[src/rtl/view_cell_fetch_pkg.sv]
// Shared board geometry, timing bundle and address helper for the cell fetch stage.
package view_cell_fetch_pkg;

  localparam int WORD_SIZE      = 32;
  localparam int LOG_WORD_SIZE  = 5;
  localparam int LOG_BOARD_SIZE = 7;
  localparam int BOARD_SIZE     = 1 << LOG_BOARD_SIZE;
  localparam int LOG_VIEW_SIZE  = 5;
  localparam int VIEW_SIZE      = 1 << LOG_VIEW_SIZE;
  localparam int LOG_MAX_ADDR   = 2 * LOG_BOARD_SIZE - LOG_WORD_SIZE;

  typedef logic [LOG_BOARD_SIZE-1:0] coord_t;

  typedef struct packed {
    coord_t x;
    coord_t y;
  } pos_t;

  typedef struct packed {
    logic [10:0] hcount;
    logic [9:0]  vcount;
    logic        hsync;
    logic        vsync;
    logic        blank;
  } vga_timing_t;

  // Idle timing: syncs are active-low, so they rest high, and the pixel is blanked.
  localparam vga_timing_t VGA_TIMING_RST = '{hcount: '0, vcount: '0,
                                             hsync: 1'b1, vsync: 1'b1, blank: 1'b1};

  // Word address of a board cell: each row spans BOARD_SIZE/WORD_SIZE words, so the
  // row multiply is a shift.
  function automatic logic [LOG_MAX_ADDR-1:0] cell_addr(input pos_t p);
    logic [LOG_MAX_ADDR-1:0] row;
    logic [LOG_MAX_ADDR-1:0] col;
    row = LOG_MAX_ADDR'(p.y) << (LOG_BOARD_SIZE - LOG_WORD_SIZE);
    col = LOG_MAX_ADDR'(p.x >> LOG_WORD_SIZE);
    return row + col;
  endfunction

endpackage

[src/rtl/view_cell_fetch_if.sv]
// Board memory read port. There is no valid/ready: the master presents a new read
// address every cycle and the slave returns the word for it a fixed number of cycles
// later, so the address itself is the only qualifier.
interface view_cell_fetch_if;
  import view_cell_fetch_pkg::*;

  logic [LOG_MAX_ADDR-1:0] addr_r_out;
  logic [WORD_SIZE-1:0]    data_in;

  modport master (output addr_r_out, input data_in);
  modport slave  (input addr_r_out, output data_in);
endinterface

[src/rtl/view_cell_fetch_pipe_delay.sv]
// Fixed-depth shift register with a programmable reset value.
module pipe_delay #(
  parameter int               WIDTH   = 1,
  parameter int               DEPTH   = 1,
  parameter logic [WIDTH-1:0] RST_VAL = '0
) (
  input  logic             clk_in,
  input  logic             rst_in,
  input  logic [WIDTH-1:0] i_d,
  output logic [WIDTH-1:0] o_q
);

  logic [WIDTH-1:0] r_stage [DEPTH];

  // Shift one stage per clock; reset loads every stage with the idle value.
  always_ff @(posedge clk_in) begin
    if (rst_in) begin
      for (int i = 0; i < DEPTH; i++) r_stage[i] <= RST_VAL;
    end else begin
      r_stage[0] <= i_d;
      for (int i = 1; i < DEPTH; i++) r_stage[i] <= r_stage[i-1];
    end
  end

  assign o_q = r_stage[DEPTH-1];

endmodule

[src/rtl/view_cell_fetch.sv]
// Pixel-rate board fetch: maps each XVGA pixel to a cell in the view window, reads
// its board word, and emits the alive bit aligned with the delayed timing signals.
module view_cell_fetch
  import view_cell_fetch_pkg::*;
#(
  parameter int MEM_LATENCY  = 2,
  parameter int LOG_CELL_PIX = 4
) (
  input  logic        clk_in,
  input  logic        rst_in,
  input  logic        start_in,
  input  logic [10:0] hcount_in,
  input  logic [9:0]  vcount_in,
  input  logic        hsync_in,
  input  logic        vsync_in,
  input  logic        blank_in,
  input  coord_t      view_x_in,
  input  coord_t      view_y_in,
  view_cell_fetch_if.master mem,
  output logic        alive_out,
  output logic        in_view_out,
  output logic [10:0] hcount_out,
  output logic [9:0]  vcount_out,
  output logic        hsync_out,
  output logic        vsync_out,
  output logic        blank_out,
  output logic        done_out
);

  localparam int          PIPE_LAT   = MEM_LATENCY + 2;
  localparam logic [10:0] VIEW_PIX_H = 11'(VIEW_SIZE << LOG_CELL_PIX);
  localparam logic [9:0]  VIEW_PIX_V = 10'(VIEW_SIZE << LOG_CELL_PIX);

  logic                    r_armed;
  logic                    r_busy;
  pos_t                    r_view;
  logic [LOG_MAX_ADDR-1:0] r_addr;
  logic                    r_alive;
  logic                    r_in_view;

  logic                     w_capture;
  pos_t                     w_view;
  pos_t                     w_cell;
  logic                     w_in_view;
  logic                     w_done_mark;
  logic [LOG_WORD_SIZE-1:0] w_bit_d;
  logic                     w_in_view_d;
  logic                     w_done_d;
  vga_timing_t              w_tim_in;
  vga_timing_t              w_tim_out;

  // A frame start consumes a pending arm, including one arriving on that same cycle.
  assign w_capture = (hcount_in == '0) && (vcount_in == '0) && (r_armed || start_in);

  // The capturing pixel already uses the new origin so the whole frame sees one view.
  assign w_view    = w_capture ? '{x: view_x_in, y: view_y_in} : r_view;

  // Coordinate sums truncate to LOG_BOARD_SIZE bits, wrapping around a toroidal board.
  assign w_cell.x  = w_view.x + LOG_BOARD_SIZE'(hcount_in >> LOG_CELL_PIX);
  assign w_cell.y  = w_view.y + LOG_BOARD_SIZE'(vcount_in >> LOG_CELL_PIX);

  assign w_in_view = (hcount_in < VIEW_PIX_H) && (vcount_in < VIEW_PIX_V) && !blank_in;

  assign w_done_mark = (r_busy || w_capture) &&
                       (hcount_in == VIEW_PIX_H - 11'd1) && (vcount_in == VIEW_PIX_V - 10'd1);

  assign w_tim_in = '{hcount: hcount_in, vcount: vcount_in,
                      hsync: hsync_in, vsync: vsync_in, blank: blank_in};

  // Arm/busy tracking and view latch; the view only changes at a captured frame start.
  always_ff @(posedge clk_in) begin
    if (rst_in) begin
      r_armed <= 1'b0;
      r_busy  <= 1'b0;
      r_view  <= '0;
    end else if (w_capture) begin
      r_armed <= 1'b0;
      r_busy  <= 1'b1;
      r_view  <= w_view;
    end else begin
      if (start_in) r_armed <= 1'b1;
      if (w_done_d) r_busy  <= 1'b0;
    end
  end

  // Read address is refreshed every cycle, blank or not.
  always_ff @(posedge clk_in) begin
    if (rst_in) r_addr <= '0;
    else        r_addr <= cell_addr(w_cell);
  end

  assign mem.addr_r_out = r_addr;

  // Bit index must meet the returned word, one cycle after the address plus memory latency.
  pipe_delay #(.WIDTH(LOG_WORD_SIZE), .DEPTH(MEM_LATENCY + 1), .RST_VAL('0)) u_bit_delay (
    .clk_in (clk_in),
    .rst_in (rst_in),
    .i_d    (w_cell.x[LOG_WORD_SIZE-1:0]),
    .o_q    (w_bit_d)
  );

  pipe_delay #(.WIDTH(1), .DEPTH(PIPE_LAT - 1), .RST_VAL(1'b0)) u_view_delay (
    .clk_in (clk_in),
    .rst_in (rst_in),
    .i_d    (w_in_view),
    .o_q    (w_in_view_d)
  );

  pipe_delay #(.WIDTH(1), .DEPTH(PIPE_LAT), .RST_VAL(1'b0)) u_done_delay (
    .clk_in (clk_in),
    .rst_in (rst_in),
    .i_d    (w_done_mark),
    .o_q    (w_done_d)
  );

  pipe_delay #(.WIDTH($bits(vga_timing_t)), .DEPTH(PIPE_LAT), .RST_VAL(VGA_TIMING_RST))
    u_timing_delay (
    .clk_in (clk_in),
    .rst_in (rst_in),
    .i_d    (w_tim_in),
    .o_q    (w_tim_out)
  );

  // Final stage: pick the cell bit out of the returned word, masked outside the view.
  always_ff @(posedge clk_in) begin
    if (rst_in) begin
      r_alive   <= 1'b0;
      r_in_view <= 1'b0;
    end else begin
      r_alive   <= mem.data_in[w_bit_d] & w_in_view_d;
      r_in_view <= w_in_view_d;
    end
  end

  assign alive_out   = r_alive;
  assign in_view_out = r_in_view;
  assign hcount_out  = w_tim_out.hcount;
  assign vcount_out  = w_tim_out.vcount;
  assign hsync_out   = w_tim_out.hsync;
  assign vsync_out   = w_tim_out.vsync;
  assign blank_out   = w_tim_out.blank;
  assign done_out    = w_done_d;

endmodule

[src/flat_wrapper.sv]
// flat-port wrapper written by rule: the top's interface ports become plain ports
module view_cell_fetch_flat import view_cell_fetch_pkg::*;
#(
  parameter int MEM_LATENCY  = 2,
  parameter int LOG_CELL_PIX = 4
)
  (clk_in, rst_in, start_in, hcount_in, vcount_in, hsync_in, vsync_in, blank_in, view_x_in, view_y_in, alive_out, in_view_out, hcount_out, vcount_out, hsync_out, vsync_out, blank_out, done_out, mem_addr_r_out, mem_data_in);
  view_cell_fetch_if mem_i ();
  input  logic clk_in;
  input  logic rst_in;
  input  logic start_in;
  input  logic [10:0] hcount_in;
  input  logic [9:0] vcount_in;
  input  logic hsync_in;
  input  logic vsync_in;
  input  logic blank_in;
  input  coord_t view_x_in;
  input  coord_t view_y_in;
  output logic alive_out;
  output logic in_view_out;
  output logic [10:0] hcount_out;
  output logic [9:0] vcount_out;
  output logic hsync_out;
  output logic vsync_out;
  output logic blank_out;
  output logic done_out;
  output wire logic [$bits(mem_i.addr_r_out)-1:0] mem_addr_r_out;
  input wire logic [$bits(mem_i.data_in)-1:0] mem_data_in;
  assign mem_addr_r_out = mem_i.addr_r_out;
  assign mem_i.data_in = mem_data_in;
  view_cell_fetch #(.MEM_LATENCY(MEM_LATENCY), .LOG_CELL_PIX(LOG_CELL_PIX)) u_core (.clk_in(clk_in), .rst_in(rst_in), .start_in(start_in), .hcount_in(hcount_in), .vcount_in(vcount_in), .hsync_in(hsync_in), .vsync_in(vsync_in), .blank_in(blank_in), .view_x_in(view_x_in), .view_y_in(view_y_in), .mem(mem_i), .alive_out(alive_out), .in_view_out(in_view_out), .hcount_out(hcount_out), .vcount_out(vcount_out), .hsync_out(hsync_out), .vsync_out(vsync_out), .blank_out(blank_out), .done_out(done_out));
endmodule
[config.mk]
export PLATFORM = sky130hd
export DESIGN_NAME = view_cell_fetch_flat
export DESIGN_NICKNAME = d
export VERILOG_FILES = /design/src/rtl/view_cell_fetch_pkg.sv /design/src/rtl/view_cell_fetch_if.sv /design/src/rtl/view_cell_fetch_pipe_delay.sv /design/src/rtl/view_cell_fetch.sv /design/src/flat_wrapper.sv
export SDC_FILE = /design/constraint.sdc
export NUM_CORES = 1
export LEC_CHECK = 0
export BUFFER_PORTS_ARGS = -buffer_cell sky130_fd_sc_hd__buf_4
export CAP_MARGIN = 20
export CORE_MARGIN = 2
export CORE_UTILIZATION = 48
export CTS_CLUSTER_SIZE = 20
export DETAILED_ROUTE_END_ITERATION = 6
export GPL_ROUTABILITY_DRIVEN = 0
export PLACE_DENSITY = 0.75
export SETUP_SLACK_MARGIN = 0.3
export SYNTH_ARGS = -nofsm -noshare
export SYNTH_HDL_FRONTEND = slang
export SYNTH_HIERARCHICAL = 1
export SYNTH_SLANG_ARGS = --single-unit
[constraint.sdc]
create_clock -name clk_in -period 3.25 [get_ports clk_in]
set_input_delay 0.4875 -clock clk_in [delete_from_list [all_inputs] [get_ports clk_in]]
set_output_delay 0.4875 -clock clk_in [all_outputs]
set_load 0.1 [all_outputs]
==> metrics.md, run 1 <==
| Metric | Value |
|---|---|
| Num rows | `37` |
| GRT Util Overall | `between 10% and 20%` |
| Hold Path Sink | `u_core/u_timing_delay/r_stage[0][2]$_SDFF_PP1_` |
| Library cells used by synthesis | `43` |
| Gr ovfl total | `0` |
| Post-route cell area | `roughly 6600 um^2` |
| FMAX | `360 MHz` |
| Switching power | `about 950 uW` |
| Die Width | `107 um` |
| Commonest non-fill, non-tap cell in the layout | `dfxtp_1` |
| Final cell count without fillers | `between 600 and 700` |
| Register bit total from synthesis | `145` |
| CTS Buf Count | `17` |
| Seq pwr share | `a little under half` |
| Syn Area/Cell | `between 10 and 15 um^2` |
| Pin count of the biggest net entering global routing | `around 100` |
| Hold Buf Count CTS | `0` |
| Worst-skew pair later-pin latency | `0.51 ns` |
| Synth Area in Simple Gates | `between 20% and 30%` |
| Final-report max-slew violation count | `0` |
| Via count | `approximately 3100` |
| WL final | `a little under 9000 um` |
| Reg2Reg Depth | `10` |
| Synth Instances | `420` |
| Final min period | `approximately 2.8 ns` |
| Post-DP HPWL | `roughly 6200 um` |
| Post-synthesis mux area share | `between 8 and 9%` |
| Cts repair resizes | `0` |
| Root Buffer | `clkbuf_8` |
| Core area | `between 10000 and 15000 um^2` |
| CP max FO | `13` |
| Setup TNS | `0 ns` |
| Largest family of logic cells by synthesized area | `simple AND/OR/NAND/NOR gates` |
| DR iter-0 viols | `between 80 and 90` |
| Maximum Capacitance Violations | `0` |
| Utilization after layout | `between 60 and 70%` |
| CTS tree | `done` |
| I/O Pins | `approximately 110` |
| Synth warn | `6` |
| PD cells | `around 600 nW/um^2` |
| Internal Power | `slightly above 3000 uW` |
| Syn Std Cell Area | `5060 um^2` |
| Setup CP Type | `in -> reg` |
| Post-Synth Adder-Cell Area | `3.76%` |
| Combinational power share | `7.4%` |
| Min-delay src | `hsync_in` |
| Initial antenna violation count | `0` |
| IO Port Bufs | `roughly 110` |
| Crit. End Element | `flop` |
| RSZ-0062 raised after global routing | `false` |
| Final setup fails | `0` |
| Syn_nets | `about 510` |
| Critical R2R Launch | `u_core/r_armed$_SDFFE_PP0P_` |
| Endpoints failing hold | `0` |
| N_diodes | `0` |
| Antenna Nets Post-Route | `0` |
| Final #Nets | `a little over 600` |
| Chip Height | `roughly 110 um` |
| Fin Hold WS | `about 0.16 ns` |
| Clock share of power | `46.8%` |
| Sequential fraction of the synthesis area | `a little under three fifths` |
| First drt pass iteration count | `4` |
| H-tree level count | `4` |
| Leak | `0.00282 uW` |
| WP data arrival | `3.19 ns` |
| Synth Area in Compound Gates | `under 10%` |
| Relative max-transition margin | `between 30% and 40%` |
| Net Sw Frac | `23.6%` |
| CP startpoint | `vcount_in[7]` |
| DP Cell Count | `between 600 and 700` |
| Worst-Margin Slew | `between 0.9 and 1 ns` |
| Post-CTS setup buffer count | `0` |
| Proportion of layout cells with a drive suffix above 1 | `35.7%` |
| Bufs on Longest Clock Path | `2` |
| Run status | `finished, final reports clean` |
| Remaining DRCs | `0` |
| Worst hold path stage count | `2` |
| HP Class | `in -> reg` |
| Vias in the first global route | `about 3200` |
| Via density | `4.61` |
| Synth Area in XOR/XNOR | `1.04%` |
| Area delta synth->final | `30.2%` |
| Clock transition at path regs | `roughly 0.06 ns` |
| Placed cell area | `~6000 um^2` |
| Commonest non-fill, non-tap cells in the layout | `dfxtp_1, buf_4, nor2b_1` |
| Register-to-register setup slack | `0.71 ns` |
| Initial core utilization | `49.2%` |
| CP Launch Type | `primary input` |
| Crit share post-route | `between 80% and 90%` |
| Full die area | `between 10000 and 15000 um^2` |
| Required @ worst endpoint | `approximately 3.7 ns` |
| # clock sinks | `145` |
| Drt wl/cell | `approximately 13 um` |
| First-pass GRT wire length | `~15000 um` |
| Maximum VDD drop | `0.274 mV` |
| RR Endpoint | `u_core/mem.addr_r_out[7]$_SDFF_PP0_` |
| Final clock skew | `around 0.0060 ns` |
==> layout make-up <==
cell class              count  area, um^2
clock inverters            15         173
flip-flops and latches    145        2900
multi-input cells         250        2050
clock buffers              17         414
fillers                   799        3690
repair buffers            114         868
inverters                   3        11.3
well taps                 136         170
==> worst max-delay path: stages <==
cell and delay [ns]:
buf_4 0.14, nor4_4 0.29, nand4_2 0.18, nor3_4 0.25, buf_12 0.19, mux2_2 0.38
ha_1 0.29, a21o_1 0.18, a21oi_1 0.19, o21bai_1 0.09, a21oi_1 0.16, mux2_2 0.35
==> cell families after synthesis <==
family,after synthesis
simple gates,175
flops,145
compound gates,30
buf+inv,25
mux,25
fa+ha+maj,14
xor+xnor,6
==> worst max path at each step <==
stage,cells after the start,endpoint
floorplan,12,u_core/mem.addr_r_out[1]$_SDFF_PP0_
global placement,12,u_core/mem.addr_r_out[7]$_SDFF_PP0_
detailed placement,12,u_core/mem.addr_r_out[7]$_SDFF_PP0_
CTS,12,u_core/mem.addr_r_out[7]$_SDFF_PP0_
global route,12,u_core/mem.addr_r_out[7]$_SDFF_PP0_
finish,12,u_core/mem.addr_r_out[7]$_SDFF_PP0_
==> flip-flops by register name, summed over array words and instances, names as in the netlist <==
register	flops
u_core/u_timing_delay/r_stage	96
u_core/r_busy	1
u_core/u_bit_delay/r_stage	15
u_core/u_done_delay/r_stage	4
u_core/in_view_out	1
u_core/r_armed	1
u_core/u_view_delay/r_stage	3
u_core/r_view	14
u_core/alive_out	1
u_core/mem.addr_r_out	9
==> synth_stat cells (all sizes together) <==
| master | count | share of area, % |
|---|---|---|
| or2 | 13 | 1.6 |
| o21ai | 4 | 0.40 |
| mux2i | 1 | 0.20 |
| xor2 | 2 | 0.35 |
| mux4 | 10 | 4.5 |
| inv | 3 | 0.22 |
| o2111ai | 2 | 0.35 |
| clkbuf | 4 | 0.30 |
| nor3 | 3 | 0.52 |
| a21o | 5 | 0.74 |
| and2b | 14 | 2.2 |
| a211oi | 1 | 0.15 |
| xnor2 | 4 | 0.69 |
| fa | 2 | 0.79 |
| o211ai | 2 | 0.30 |
| dfxtp | 145 | 57 |
| and4 | 1 | 0.17 |
| o21bai | 2 | 0.30 |
| or3 | 1 | 0.12 |
| mux2 | 14 | 3.8 |
| nor4 | 5 | 0.99 |
| o21a | 2 | 0.30 |
| nand2b | 1 | 0.12 |
| ha | 12 | 3.0 |
| nand3 | 4 | 0.40 |
| a21oi | 12 | 1.2 |
| nand2 | 4 | 0.30 |
| nand4 | 7 | 0.99 |
| buf | 18 | 2.8 |
| nor2b | 111 | 14 |
| nor2 | 9 | 0.67 |
| and2 | 1 | 0.12 |
| or4 | 1 | 0.15 |
==> stage by stage <==
| step | power [uW] | setup WS (ns) |
|---|---|---|
| 2_1_floorplan | 2060 | 0.263 |
| 3_3_place_gp | 2170 | 0.0333 |
| 3_5_place_dp | 2180 | -0.0963 |
| 4_1_cts | 4050 | 0.434 |
| 5_1_grt | 4170 | 0.350 |
| 6_report | 4020 | 0.471 |
==> layer usage <==
metal  up-vias  track usage, %  wire (um)
li1       1610               -          -
met2        99            27.9       4350
met3        18            6.32        488
met5         -               0          0
met1      1408            19.7       3940
met4         0            5.75        144
==> power groups by stage <==
stage	logic (uW)	clock network (uW)	registers (uW)
floorplan	107	0	1950
global placement	289	0	1880
detailed placement	294	0	1890
CTS	296	1910	1850
global route	315	2000	1850
finish	296	1880	1850
(Power assumes the default switching activity.)
==> run 2: changes to the inputs <==
--- a/config.mk
+++ b/config.mk
@@ -5,14 +5,14 @@
 export SDC_FILE = /design/constraint.sdc
 export NUM_CORES = 1
 export LEC_CHECK = 0
-export BUFFER_PORTS_ARGS = -buffer_cell sky130_fd_sc_hd__buf_4
 export CAP_MARGIN = 20
 export CORE_MARGIN = 2
-export CORE_UTILIZATION = 48
+export CORE_UTILIZATION = 55
 export CTS_CLUSTER_SIZE = 20
 export DETAILED_ROUTE_END_ITERATION = 6
+export DONT_BUFFER_PORTS = 1
 export GPL_ROUTABILITY_DRIVEN = 0
-export PLACE_DENSITY = 0.75
+export PLACE_DENSITY = 0.73
 export SETUP_SLACK_MARGIN = 0.3
 export SYNTH_ARGS = -nofsm -noshare
 export SYNTH_HDL_FRONTEND = slang
==> run 2 against run 1 <==
Die area decreased by 12%; hold slack got worse by 0.12 ns; clock power about the same; highest routed layer unchanged; via count decreased by 13%; routed wire length decreased by 7.4%; critical path depth unchanged; flip-flop and latch count unchanged; first-iteration DRC count increased by 80%; fmax increased by 3.4%.
==> metrics.md, run 2 (synthesized netlist as in run 1, its figures left out) <==
| Metric | Value |
|---|---|
| Run status | `finished, final reports clean (unchanged)` |
| Net Sw Frac | `23.7% (was 23.6%)` |
| PD cells | `675 nW/um^2 (was 610 nW/um^2)` |
| CP max-delay cell | `fa_2 (was mux2_2)` |
| Crit. End Element | `flop (unchanged)` |
| Setup CP Type | `in -> reg (unchanged)` |
| Maximum VDD drop | `0.332 mV (was 0.274 mV)` |
| # clock sinks | `145 (unchanged)` |
| Crit path largest cell delay | `0.35 ns (was 0.38 ns)` |
| Final setup fails | `0 (unchanged)` |
| First-pass GRT wire length | `13700 um (was 14800 um)` |
| RR Endpoint | `u_core/mem.addr_r_out[1]$_SDFF_PP0_ (was u_core/mem.addr_r_out[7]$_SDFF_PP0_)` |
| FMAX | `372 MHz (was 360 MHz)` |
| Final clock skew | `0.00689 ns (was 0.00598 ns)` |
| RSZ-0062 raised after global routing | `false (unchanged)` |
| Area delta synth->final | `13.0% (was 30.2%)` |
| Crit share post-route | `82.7% (was 85.5%)` |
| Num rows | `35 (was 37)` |
| First drt pass iteration count | `4 (unchanged)` |
| Relative max-transition margin | `32.3% (was 36.5%)` |
| Seq pwr share | `49.8% (was 45.9%)` |
| Pin count of the biggest net entering global routing | `148 (was 102)` |
| Chip Height | `99.9 um (was 107 um)` |
| Final #Nets | `509 (was 618)` |
| Remaining DRCs | `0 (unchanged)` |
| Critical Path, Cell by Cell | `nor4_2 > nand2_1 > nor3_4 > buf_4 > mux2_4 > ha_2 > fa_2 > a21o_1 > a21oi_2 > o21ai_1 > o2111ai_1 > nand4_1 (was buf_4 > nor4_4 > nand4_2 > nor3_4 > buf_12 > mux2_2 > ha_1 > a21o_1 > a21oi_1 > o21bai_1 > a21oi_1 > mux2_2)` |
| Via density | `5.02 (was 4.61)` |
| Post-CTS setup buffer count | `0 (unchanged)` |
| Regs by FF count | `u_core/u_timing_delay/r_stage x96, u_core/u_bit_delay/r_stage x15, u_core/r_view x14 (unchanged)` |
| CTS tree | `done (unchanged)` |
| Bufs on Longest Clock Path | `2 (unchanged)` |
| WP data arrival | `3.07 ns (was 3.19 ns)` |
| WL final | `8260 um (was 8920 um)` |
| Final-report max-slew violation count | `0 (unchanged)` |
| Initial core utilization | `55.8% (was 49.2%)` |
| Setup TNS | `0 ns (unchanged)` |
| Maximum Capacitance Violations | `0 (unchanged)` |
| Gr ovfl total | `0 (unchanged)` |
| CP Launch Type | `primary input (unchanged)` |
| Place WS | `0.0778 ns (was -0.0963 ns)` |
| Clock share of power | `48.0% (was 46.8%)` |
| Antenna Nets Post-Route | `0 (unchanged)` |
| I/O Pins | `109 (unchanged)` |
| Worst-Margin Slew | `1.01 ns (was 0.952 ns)` |
| Cts repair resizes | `0 (unchanged)` |
| Proportion of layout cells with a drive suffix above 1 | `19.3% (was 35.7%)` |
| Switching power | `916 uW (was 950 uW)` |
| Vias in the first global route | `2803 (was 3175)` |
| CTS Buf Count | `17 (unchanged)` |
| Core area | `9060 um^2 (was 10300 um^2)` |
| H-tree level count | `4 (unchanged)` |
| Max reg flops | `96 (unchanged)` |
| HP Class | `in -> reg (unchanged)` |
| GRT Util Overall | `17.9% (was 16.7%)` |
| Worst-skew pair later-pin latency | `0.51 ns (about the same)` |
| Post-DP HPWL | `5590 um (was 6240 um)` |
| Reg2Reg Depth | `11 (was 10)` |
| Top reg by flops | `u_core/u_timing_delay/r_stage (unchanged)` |
| Commonest non-fill, non-tap cell in the layout | `dfxtp_1 (unchanged)` |
| Commonest non-fill, non-tap cells in the layout | `dfxtp_1, nor2b_1, clkbuf_16 (was dfxtp_1, buf_4, nor2b_1)` |
| Required @ worst endpoint | `3.64 ns (was 3.66 ns)` |
| Internal Power | `2940 uW (was 3070 uW)` |
| Worst Setup EP | `u_core/mem.addr_r_out[1]$_SDFF_PP0_ (was u_core/mem.addr_r_out[7]$_SDFF_PP0_)` |
| Initial antenna violation count | `0 (unchanged)` |
| IO Port Bufs | `0 (was 108)` |
| Root Buffer | `clkbuf_8 (unchanged)` |
| Endpoints failing hold | `0 (unchanged)` |
| Via count | `2740 (was 3135)` |
| DR iter-0 viols | `160 (was 89)` |
| Min-delay src | `rst_in (was hsync_in)` |
| N_diodes | `0 (unchanged)` |
| Drt wl/cell | `15.1 um (was 13.1 um)` |
| Register-to-register setup slack | `0.68 ns (was 0.71 ns)` |
| Leak | `0.00228 uW (was 0.00282 uW)` |
| CP max FO | `7 (was 13)` |
| Final min period | `2.69 ns (was 2.78 ns)` |
| Full die area | `9990 um^2 (was 11400 um^2)` |
| CP startpoint | `hcount_in[5] (was vcount_in[7])` |
| Die Width | `99.9 um (was 107 um)` |
| Final worst setup slack | `0.563 ns (was 0.471 ns)` |
| Clock transition at path regs | `0.06 ns (about the same)` |
| Combinational power share | `2.3% (was 7.4%)` |
| Critical R2R Launch | `u_core/r_armed$_SDFFE_PP0P_ (unchanged)` |
## run 2: cell types whose count changed in the layout (fill, tap and decap cells not counted), sizes merged
cell,previous run,this run
dlygate4sd3,0,1
buf,114,4
inv,9,11
clkinv,2,3
clkinvlp,5,3
bufinv,2,1
## run 2: worst min path at each step
stage | depth (start not counted) | end
floorplan | 1 | u_core/u_timing_delay/r_stage[1][0]$_SDFF_PP1_
global placement | 1 | u_core/u_timing_delay/r_stage[1][1]$_SDFF_PP1_
detailed placement | 1 | u_core/u_timing_delay/r_stage[2][1]$_SDFF_PP1_
CTS | 1 | u_core/u_bit_delay/r_stage[0][5]$_SDFF_PP0_
global route | 1 | u_core/u_bit_delay/r_stage[0][5]$_SDFF_PP0_
finish | 1 | u_core/r_view[13]$_SDFFE_PP0N_
## run 2: area by class of cell
cell class	count	area [um^2]
inverters	3	11.3
clock inverters	15	169
flip-flops and latches	145	2900
well taps	111	139
fillers	713	3350
multi-input cells	250	2040
clock buffers	17	414
repair buffers	5	40.0
## run 2: timing repair
item,CTS,global route
endpoints found under the setup margin,0,0
hold buffers,0,1
hold endpoints to repair,0,1
## run 2: routing by layer
layer  wire, um  GRT usage (%)  vias up
met4         82           5.69        0
met3        643           9.33       10
li1           -              -     1393
met1       3540           20.8     1247
met2       3990           28.9       90
met5          0              0        -
## run 2: metrics by stage
stage	total power [uW]	cells	util (%)	instance area, um^2	hold WS (ns)
floorplan	2060	420	-	5110	0.383
global placement	2040	513	56.5	5130	0.386
detailed placement	2050	513	56.5	5130	0.389
CTS	3900	545	63.0	5710	0.0110
global route	4000	546	63.1	5720	0.00295
finish	3860	546	63.1	5720	0.0401
## run 2: power groups by stage
stage / clock network, uW / logic, uW / registers, uW
6_report: 1850 / 88.1 / 1920
3_3_place_gp: 0 / 84.8 / 1960
5_1_grt: 1980 / 98.3 / 1930
3_5_place_dp: 0 / 86.8 / 1960
4_1_cts: 1890 / 87.8 / 1920
2_1_floorplan: 0 / 107 / 1950
## run 2: critical path: cells and delay by family
kind / cells / cell delay, ns
AND/OR/NAND/NOR: 4 / 0.90
buffers and inverters: 1 / 0.22
adder cells (fa/ha/maj): 2 / 0.54
multiplexers: 1 / 0.32
AO/OA/AOI/OAI: 4 / 0.62
